<file path="src/rtl/inst_fetcher.sv">
// rtl/inst_fetcher.sv - fetch PC, single-outstanding word fetch, static JAL prediction, FWFT instruction queue
module inst_fetcher #(
  parameter logic [31:0] RESET_PC     = 32'h0,
  parameter int          IQ_DEPTH_LOG = 2
) (
  input  logic        clk,
  input  logic        rst,
  input  logic        rdy,
  output logic        mc_req,
  output logic [31:0] mc_addr,
  input  logic        mc_done,
  input  logic [31:0] mc_data,
  input  logic        dec_ready,
  output logic        inst_flag,
  output logic [31:0] inst,
  output logic [31:0] inst_pc,
  output logic [31:0] pred_pc,
  input  logic        redirect,
  input  logic [31:0] redirect_pc
);

  localparam int DEPTH = 1 << IQ_DEPTH_LOG;

  typedef enum logic [1:0] {
    IDLE    = 2'd0,
    WAIT    = 2'd1,
    DISCARD = 2'd2
  } state_t;

  state_t                  state;
  logic [31:0]             fetch_pc;
  logic [31:0]             q_inst [DEPTH];
  logic [31:0]             q_pc   [DEPTH];
  logic [31:0]             q_pred [DEPTH];
  logic [IQ_DEPTH_LOG-1:0] rd_ptr;
  logic [IQ_DEPTH_LOG-1:0] wr_ptr;
  logic [IQ_DEPTH_LOG:0]   count;

  logic        empty;
  logic        has_room;
  logic        push;
  logic        pop;
  logic [31:0] jal_imm;
  logic [31:0] next_pc;

  // Static prediction on the returning word, plus queue status and handshake qualifiers
  always_comb begin
    jal_imm   = {{11{mc_data[31]}}, mc_data[31], mc_data[19:12], mc_data[20],
                 mc_data[30:21], 1'b0};
    next_pc   = (mc_data[6:0] == 7'b1101111) ? (fetch_pc + jal_imm) : (fetch_pc + 32'd4);
    empty     = (count == '0);
    // count < DEPTH exactly when the extra top bit of count is clear
    has_room  = !count[IQ_DEPTH_LOG];
    inst_flag = !empty && !redirect;
    push      = rdy && !redirect && (state == WAIT) && mc_done;
    pop       = rdy && inst_flag && dec_ready;
    inst      = empty ? 32'h0 : q_inst[rd_ptr];
    inst_pc   = empty ? 32'h0 : q_pc[rd_ptr];
    pred_pc   = empty ? 32'h0 : q_pred[rd_ptr];
  end

  // Queue storage; entries are only read while count says they are live, so no reset needed
  always_ff @(posedge clk) begin
    if (push) begin
      q_inst[wr_ptr] <= mc_data;
      q_pc[wr_ptr]   <= fetch_pc;
      q_pred[wr_ptr] <= next_pc;
    end
  end

  // Queue pointers and occupancy; redirect flushes and cancels that cycle's push/pop
  always_ff @(posedge clk) begin
    if (rst) begin
      rd_ptr <= '0;
      wr_ptr <= '0;
      count  <= '0;
    end else if (rdy) begin
      if (redirect) begin
        rd_ptr <= '0;
        wr_ptr <= '0;
        count  <= '0;
      end else begin
        if (push) wr_ptr <= wr_ptr + 1'b1;
        if (pop)  rd_ptr <= rd_ptr + 1'b1;
        if (push && !pop)      count <= count + 1'b1;
        else if (!push && pop) count <= count - 1'b1;
      end
    end
  end

  // Fetch FSM: one request at a time, registered request outputs, redirect takes priority
  always_ff @(posedge clk) begin
    if (rst) begin
      state    <= IDLE;
      fetch_pc <= RESET_PC;
      mc_req   <= 1'b0;
      mc_addr  <= 32'h0;
    end else if (rdy) begin
      if (redirect) begin
        fetch_pc <= redirect_pc;
        // A completion landing in the redirect cycle retires the stale request right away,
        // otherwise the FSM would wait forever in DISCARD for a second mc_done.
        if (state != IDLE && mc_done) begin
          state  <= IDLE;
          mc_req <= 1'b0;
        end else if (state == WAIT) begin
          state <= DISCARD;
        end
      end else begin
        case (state)
          IDLE: begin
            if (has_room) begin
              mc_req  <= 1'b1;
              mc_addr <= fetch_pc;
              state   <= WAIT;
            end
          end
          WAIT: begin
            if (mc_done) begin
              fetch_pc <= next_pc;
              mc_req   <= 1'b0;
              state    <= IDLE;
            end
          end
          DISCARD: begin
            if (mc_done) begin
              mc_req <= 1'b0;
              state  <= IDLE;
            end
          end
          default: begin
            mc_req <= 1'b0;
            state  <= IDLE;
          end
        endcase
      end
    end
  end

endmodule

</file>
<file path="config.mk">
export PLATFORM = sky130hd
export DESIGN_NAME = inst_fetcher
export DESIGN_NICKNAME = d
export VERILOG_FILES = /design/src/rtl/inst_fetcher.sv
export SDC_FILE = /design/constraint.sdc
export NUM_CORES = 1
export LEC_CHECK = 0
export ABC_CLOCK_PERIOD_IN_PS = 6400
export BUFFER_PORTS_ARGS = -buffer_cell sky130_fd_sc_hd__buf_2
export CAP_MARGIN = 5
export CELL_PAD_IN_SITES_DETAIL_PLACEMENT = 0
export CELL_PAD_IN_SITES_GLOBAL_PLACEMENT = 1
export CORE_ASPECT_RATIO = 1.1
export CORE_MARGIN = 1
export CORE_UTILIZATION = 55
export CTS_BUF_LIST = sky130_fd_sc_hd__clkbuf_8
export CTS_CLUSTER_SIZE = 14
export DETAILED_ROUTE_END_ITERATION = 8
export GPL_TIMING_DRIVEN = 1
export PLACE_DENSITY = 0.93
export SLEW_MARGIN = 20
export SYNTH_ARGS = -nofsm -noshare
export SYNTH_HDL_FRONTEND = slang
export SYNTH_SLANG_ARGS = --single-unit
</file>
<file path="constraint.sdc">
create_clock -name clk -period 6.4 [get_ports clk]
set_input_delay 1.28 -clock clk [delete_from_list [all_inputs] [get_ports clk]]
set_output_delay 1.28 -clock clk [all_outputs]
set_load 0.01 [all_outputs]
</file>
==> metrics.md, run 1 <==
| Metric | Value |
|---|---|
| Initial Utilization | `between 50% and 60%` |
| Worst reg2reg setup slack | `roughly 2.8 ns` |
| Hpwl dp | `roughly 30,000 um` |
| Fmax | `238 MHz` |
| Final min period | `approximately 4.2 ns` |
| Final worst slack | `roughly 2.2 ns` |
| Core box area | `between 30,000 and 40,000 um^2` |
| Finished Layout Cells | `roughly 2,100` |
| Largest net degree at the start of global routing | `90` |
| Yosys cell types | `between 60 and 70` |
| FFs w/ async S/R, synth | `0%` |
| Place WS | `2.13 ns` |
| CTS tree | `yes` |
| Routed WL | `between 40,000 and 50,000 um` |
| PortBufs | `just under 200` |
| Hold Fails Final Rpt | `0` |
| Setup_tns | `0 ns` |
| Final ANT Viol Nets | `0` |
| Peak supply drop | `~0.17 mV` |
| Grt total ovfl | `0` |
| Worst-case clock buffer depth | `3` |
| Design Power | `between 5 and 6 mW` |
| Placed Instances | `1,972` |
| Req. time, crit path | `between 5 and 6 ns` |
| Clk_skew | `between 0.03 and 0.04 ns` |
| Clk sink count | `around 460` |
| Antenna violations before repair | `2` |
| Core Rows | `72` |
| # H-tree levels | `3` |
| Via count | `approximately 13,000` |
| LEAKAGE | `8.21 nW` |
| Area grow syn2layout | `14.2%` |
| Via density | `around 6.0` |
| Sequential-to-total area share from yosys stat | `~65%` |
| Crit path max fanout | `67` |
| Synthesis Warnings | `0` |
| Average size of a mapped cell | `about 15 um^2` |
| Synthesized area | `19,900 um^2` |
| Crit path kind | `reg -> out` |
| Final Cycle Share | `65.6%` |
| Crit Reg-Reg Startpoint | `fetch_pc[2]` |
| Clk pin slew, worst setup/hold paths | `around 0.060 ns` |
| HP Class | `reg -> reg` |
| CTS Buf Count | `72` |
| Hold-fix buffers, CTS | `0` |
| Global-route wire length before repair | `just over 70,000 um` |
| Final instance area | `approximately 23,000 um^2` |
| Max-slew headroom | `29.4%` |
| Die extent in x | `roughly 180 um` |
| Status | `complete, no violations` |
| CP endpoint | `inst_pc[1]` |
| Post-CTS sizing | `0` |
| Hold_ws | `about 0.45 ns` |
| Number of global-route vias before repair | `roughly 13,000` |
| Prevailing post-synth register cell | `edfxtp_1` |
| DR WL/cell | `22.4 um` |
| Synth Net Count | `around 1,500` |
| Util after Layout | `between 60 and 70%` |
| R2r endpoint | `fetch_pc[17]` |
| Die area | `approximately 37,000 um^2` |
| Overall Global Routing Usage | `a little over a quarter` |
| Remaining DRCs | `0` |
| Chip height | `201 um` |
| Pwr/cell area | `261 nW/um^2` |
| Worst Setup Start Kind | `flop` |
| Clock root buffer | `clkbuf_8` |
| Arrival time at the worst endpoint | `between 2 and 3 ns` |
| RSZ-0062 raised after global routing | `false` |
| Actual slew at the worst max-slew pin | `between 1 and 1.5 ns` |
| Layout cells sized above 1 | `26.5%` |
| Ports | `200` |
| Placed cell area | `21,300 um^2` |
| Pins over their slew limit | `0` |
| Worst R2R Path Depth | `11` |
| First-pass iteration count of the detailed router | `6` |
| Final setup violation count | `0` |
| Mapped Cells | `about 1,400` |
| EDFF count, synth | `380` |
| Initial DRC Count | `~1,300` |
| Setup Fix Bufs, Post-CTS | `0` |
| Nets | `about 1,700` |
| Synthesis-stage register bit count | `approximately 460` |
| Maximum Capacitance Violations | `0` |
| CP endpoint kind | `primary output` |
| GP Congestion | `approximately 0.90` |
| Skew-Pair Late Insertion Delay | `between 0.6 and 0.7 ns` |
==> cell usage in the layout, fill, tap and decap left out, types with 23 or more instances in the layout <==
master	Yosys	final
mux4_2	95	95
and2_1	104	103
ha_1	37	37
dfxtp_1	76	74
buf_2	1	199
xnor2_1	29	29
o21ai_0	44	44
inv_1	17	36
edfxtp_1	380	380
nor2_1	60	60
a21oi_1	71	71
nand2_1	131	131
nand3_1	23	23
clkbuf_8	0	77
xor2_1	26	26
==> per-layer routing <==
layer | GRT usage, % | share of wire, % | vias to the layer above | wire [um]
li1 | - | - | 5631 | -
met1 | 35.8 | 41 | 6183 | 19100
met2 | 42.1 | 48 | 637 | 22600
met3 | 6.06 | 9.5 | 83 | 4470
met4 | 8.63 | 2.1 | 2 | 1000
met5 | 0 | 0.028 | - | 13
==> Yosys cell counts (all sizes together), types with 3 or more instances <==
cell,instances,area [um^2]
edfxtp,380,11400
nand2,131,492
and2,104,651
mux4,95,2140
dfxtp,76,1520
a21oi,75,390
clkbuf,70,263
nor2,60,225
o21ai,47,235
ha,37,463
xnor2,29,254
xor2,26,228
nand3,23,115
and3,18,113
inv,17,63.8
a222oi,16,160
a21o,13,97.6
nor3,12,60.1
nand4,11,68.8
buf,10,53.8
a22oi,9,67.6
nor2b,8,50.1
a211oi,7,52.6
a31oi,6,37.5
mux2i,5,50.1
nand2b,5,31.3
o31ai,5,37.5
a221o,4,40.0
a31o,4,35.0
o21a,4,30.0
a21boi,3,22.5
a41oi,3,33.8
o211ai,3,22.5
o21bai,3,22.5
o32ai,3,26.3
==> flip-flops by register name, summed over array words and instances (netlist names), named ones only <==
register  count
rd_ptr        2
mc_addr      32
count         3
state         2
wr_ptr        2
mc_req        1
fetch_pc     32
q_inst      128
q_pred      127
q_pc        125
==> cell type report <==
class                           count  area (um^2)
Multi-Input combinational cell    800         6590
Clock buffer                       77         1060
Tap cell                          481          602
Timing Repair Buffer              218         1150
Sequential cell                   456        12900
Clock inverter                     52          278
Inverter                           17         63.8
Fill cell                        2589        12700
Antenna cell                        2         5.00
==> worst max-delay path, stage by stage, from the launching register on <==
cell and delay (ns):
dfxtp_4 1.04, buf_4 0.54, mux4_2 0.38, and2_1 0.19
buf_2 0.14
==> how the worst min path moves through the flow <==
stage,from,to,depth (start not counted)
2_1_floorplan,count[0],count[0],2
3_3_place_gp,mc_addr[10],mc_addr[10],2
3_5_place_dp,mc_addr[8],mc_addr[8],2
4_1_cts,mc_addr[8],mc_addr[8],2
5_1_grt,mc_addr[7],mc_addr[7],2
6_report,mc_addr[8],mc_addr[8],2
==> where the power goes <==
part / switching, mW / internal [mW] / total, mW
combinational: 0.229 / 0.134 / 0.362
sequential: 0.0396 / 3.23 / 3.27
clock: 1.10 / 1.20 / 2.29
==> cell families (layout without fill, tap and decap cells) <==
kind of cell | count (synthesis) | in the layout | share of synthesized area (%)
muxes | 102 | 102 | 11.1
and+or+nand+nor | 384 | 384 | 9.58
buffers and inverters | 97 | 364 | 1.91
DFF | 456 | 456 | 65.1
AOI/OAI and AO/OA | 220 | 220 | 7.31
adders and majority gates | 39 | 39 | 2.53
xor gates and xnor gates | 55 | 55 | 2.43
other | 0 | 2 | 0
Power figures use the tool's default switching activity.
==> run 2, diff against run 1 <==
--- a/config.mk
+++ b/config.mk
@@ -5,19 +5,19 @@
 export SDC_FILE = /design/constraint.sdc
 export NUM_CORES = 1
 export LEC_CHECK = 0
-export ABC_CLOCK_PERIOD_IN_PS = 6400
+export ABC_CLOCK_PERIOD_IN_PS = 3400
 export BUFFER_PORTS_ARGS = -buffer_cell sky130_fd_sc_hd__buf_2
 export CAP_MARGIN = 5
 export CELL_PAD_IN_SITES_DETAIL_PLACEMENT = 0
 export CELL_PAD_IN_SITES_GLOBAL_PLACEMENT = 1
 export CORE_ASPECT_RATIO = 1.1
 export CORE_MARGIN = 1
-export CORE_UTILIZATION = 55
+export CORE_UTILIZATION = 46
 export CTS_BUF_LIST = sky130_fd_sc_hd__clkbuf_8
 export CTS_CLUSTER_SIZE = 14
 export DETAILED_ROUTE_END_ITERATION = 8
 export GPL_TIMING_DRIVEN = 1
-export PLACE_DENSITY = 0.93
+export PLACE_DENSITY = 0.83
 export SLEW_MARGIN = 20
 export SYNTH_ARGS = -nofsm -noshare
 export SYNTH_HDL_FRONTEND = slang
==> constraint.sdc (replaced) <==
create_clock -name clk -period 3.4 [get_ports clk]
set_input_delay 0.68 -clock clk [delete_from_list [all_inputs] [get_ports clk]]
set_output_delay 0.68 -clock clk [all_outputs]
set_load 0.01 [all_outputs]
==> run 2 against run 1 <==
Effect of this change:
- cell area increased by 4.8%
- setup slack worse by 2.0 ns
- final cell count rose by 8.0%
- first-iteration DRC count down 4.3%
- critical path depth unchanged
- routed wire length rose by 8.5%
- flip-flop and latch count stayed put
- global-route usage is 2.7 points lower
- count of clock-buffer cells in the layout rose by 12
- combinational power is 120% higher
- largest cell class unchanged
- die area is 19% higher
- via count increased by 2.3%
==> metrics.md, run 2 (synthesis gave the netlist of run 1 again) <==
| Metric | Value |
|---|---|
| Worst R2R Path Depth | `11 (unchanged)` |
| Largest net degree at the start of global routing | `65 (was 90)` |
| Post-CTS sizing | `0 (unchanged)` |
| Worst Setup Start Kind | `flop (unchanged)` |
| Hpwl dp | `34,200 um (was 30,000 um)` |
| CTS Buf Count | `73 (was 72)` |
| Via count | `12,800 (was 12,500)` |
| Area grow syn2layout | `19.7% (was 14.2%)` |
| Pwr/cell area | `494 nW/um^2 (was 261 nW/um^2)` |
| Biggest register | `q_inst (unchanged)` |
| Maximum Capacitance Violations | `0 (unchanged)` |
| Via density | `5.65 (was 5.96)` |
| GP Congestion | `0.892 (was 0.896)` |
| Clock root buffer | `clkbuf_8 (unchanged)` |
| Routed WL | `51,200 um (was 47,200 um)` |
| Clk sink count | `456 (unchanged)` |
| Peak supply drop | `0.274 mV (was 0.167 mV)` |
| Top Registers | `q_inst x128, q_pred x127, q_pc x125 (unchanged)` |
| Pins over their slew limit | `0 (unchanged)` |
| Chip height | `220 um (was 201 um)` |
| Global-route wire length before repair | `77,800 um (was 72,700 um)` |
| # H-tree levels | `3 (unchanged)` |
| Overall Global Routing Usage | `23.6% (was 26.3%)` |
| Final min period | `3.19 ns` |
| Hold Fails Final Rpt | `0 (unchanged)` |
| Die extent in x | `200 um (was 183 um)` |
| Layout cells sized above 1 | `30.5% (was 26.5%)` |
| Worst-case clock buffer depth | `3 (unchanged)` |
| Hold_ws | `0.263 ns (was 0.451 ns)` |
| First-pass iteration count of the detailed router | `6 (unchanged)` |
| Final ANT Viol Nets | `0 (unchanged)` |
| Die area | `44,000 um^2 (was 36,900 um^2)` |
| DR WL/cell | `22.5 um (was 22.4 um)` |
| Final setup violation count | `0 (unchanged)` |
| Antenna violations before repair | `1 (was 2)` |
| Clk_skew | `0.0324 ns (was 0.0365 ns)` |
| Hold-fix buffers, CTS | `0 (unchanged)` |
| PortBufs | `199 (unchanged)` |
| Clk pin slew, worst setup/hold paths | `0.06 ns (about the same)` |
| Remaining DRCs | `0 (unchanged)` |
| Design Power | `11.7 mW (was 5.93 mW)` |
| Core Rows | `79 (was 72)` |
| Initial DRC Count | `1,242 (was 1,298)` |
| Arrival time at the worst endpoint | `2.51 ns (was 2.92 ns)` |
| Initial Utilization | `46.8% (was 56.1%)` |
| Hold Path Depth | `1 (was 2)` |
| Max-slew headroom | `48.8% (was 29.4%)` |
| CP endpoint kind | `primary output (unchanged)` |
| Setup Fix Bufs, Post-CTS | `0 (unchanged)` |
| Final Cycle Share | `a little over nine tenths` |
| Ports | `200 (unchanged)` |
| HP Class | `in -> reg (was reg -> reg)` |
| Fill count | `3,390 (was 2,589)` |
| Nets | `1,754 (was 1,674)` |
| Skew-Pair Late Insertion Delay | `0.64 ns (was 0.61 ns)` |
| Max FFs per register | `128 (unchanged)` |
| Crit path max fanout | `64 (was 67)` |
| LEAKAGE | `8.75 nW (was 8.21 nW)` |
| Actual slew at the worst max-slew pin | `0.760 ns (was 1.06 ns)` |
| Status | `complete, no violations (unchanged)` |
| Most frequent cells in the layout | `edfxtp_1 (380), buf_2 (199), nand2_1 (131) (unchanged)` |
| RSZ-0062 raised after global routing | `false (unchanged)` |
| CTS tree | `yes (unchanged)` |
| Number of global-route vias before repair | `13,100 (was 12,900)` |
| Grt total ovfl | `0 (unchanged)` |
| Core box area | `42,400 um^2 (was 35,400 um^2)` |
| Req. time, crit path | `2.72 ns (was 5.12 ns)` |
| Commonest non-fill, non-tap cell in the layout | `edfxtp_1 (unchanged)` |
| Fmax | `~310 MHz` |
| Crit path kind | `reg -> out (unchanged)` |
-- run 2: final cells by class --
cell class,instances,area [um^2],area share [%]
Clock inverter,44,305,1.28
Sequential cell,456,12900,54.4
Timing Repair Buffer,297,1960,8.23
Tap cell,567,709,2.98
Antenna cell,1,2.50,0.0105
Inverter,17,63.8,0.268
Clock buffer,89,1220,5.15
Multi-Input combinational cell,800,6580,27.7
-- run 2: per-layer routing --
layer	global-route usage [%]	vias to the layer above	share of wire, %
met5	0	-	0
met2	38.3	530	48
met1	32.0	6437	42
li1	-	5788	-
met4	8.74	0	2.3
met3	4.36	72	7.3
-- run 2: metrics by stage --
| stage | cells | instance area [um^2] | worst slack [ns] | setup TNS, ns | utilization [%] |
|---|---|---|---|---|---|
| after floorplan | 1353 | 19900 | 0.324 | 0 | - |
| after global placement | 2137 | 22300 | 0.0884 | 0 | 52.5 |
| after detailed placement | 2137 | 22300 | -0.0119 | -0.0789 | 52.5 |
| after CTS | 2270 | 23800 | 0.121 | 0 | 56.1 |
| after global routing | 2271 | 23800 | 0.0736 | 0 | 56.1 |
| final | 2271 | 23800 | 0.207 | 0 | 56.1 |
-- run 2: final timing paths --
| kind | start | slack (ns) | endpoint |
|---|---|---|---|
| worst max-delay path | count[2] | 0.21 | inst_pc[11] |
| worst max register to register | fetch_pc[12] | 0.31 | q_pred[0][21] |
| worst min-delay path | mc_data[11] | 0.26 | q_inst[0][11] |
| worst min register to register | mc_addr[25] | 0.46 | mc_addr[25] |
-- run 2: worst max-delay path, stage by stage, from the launching register on --
cell and delay (ns):
dfxtp_1 0.37, or3_2 0.81, buf_12 0.32, and2_1 0.20
buf_2 0.14
-- run 2: power breakdown --
part	internal [mW]	leakage [nW]	switching, mW
clock	2.69	0.845	2.13
sequential	6.08	4.10	0.0399
combinational	0.308	3.80	0.489
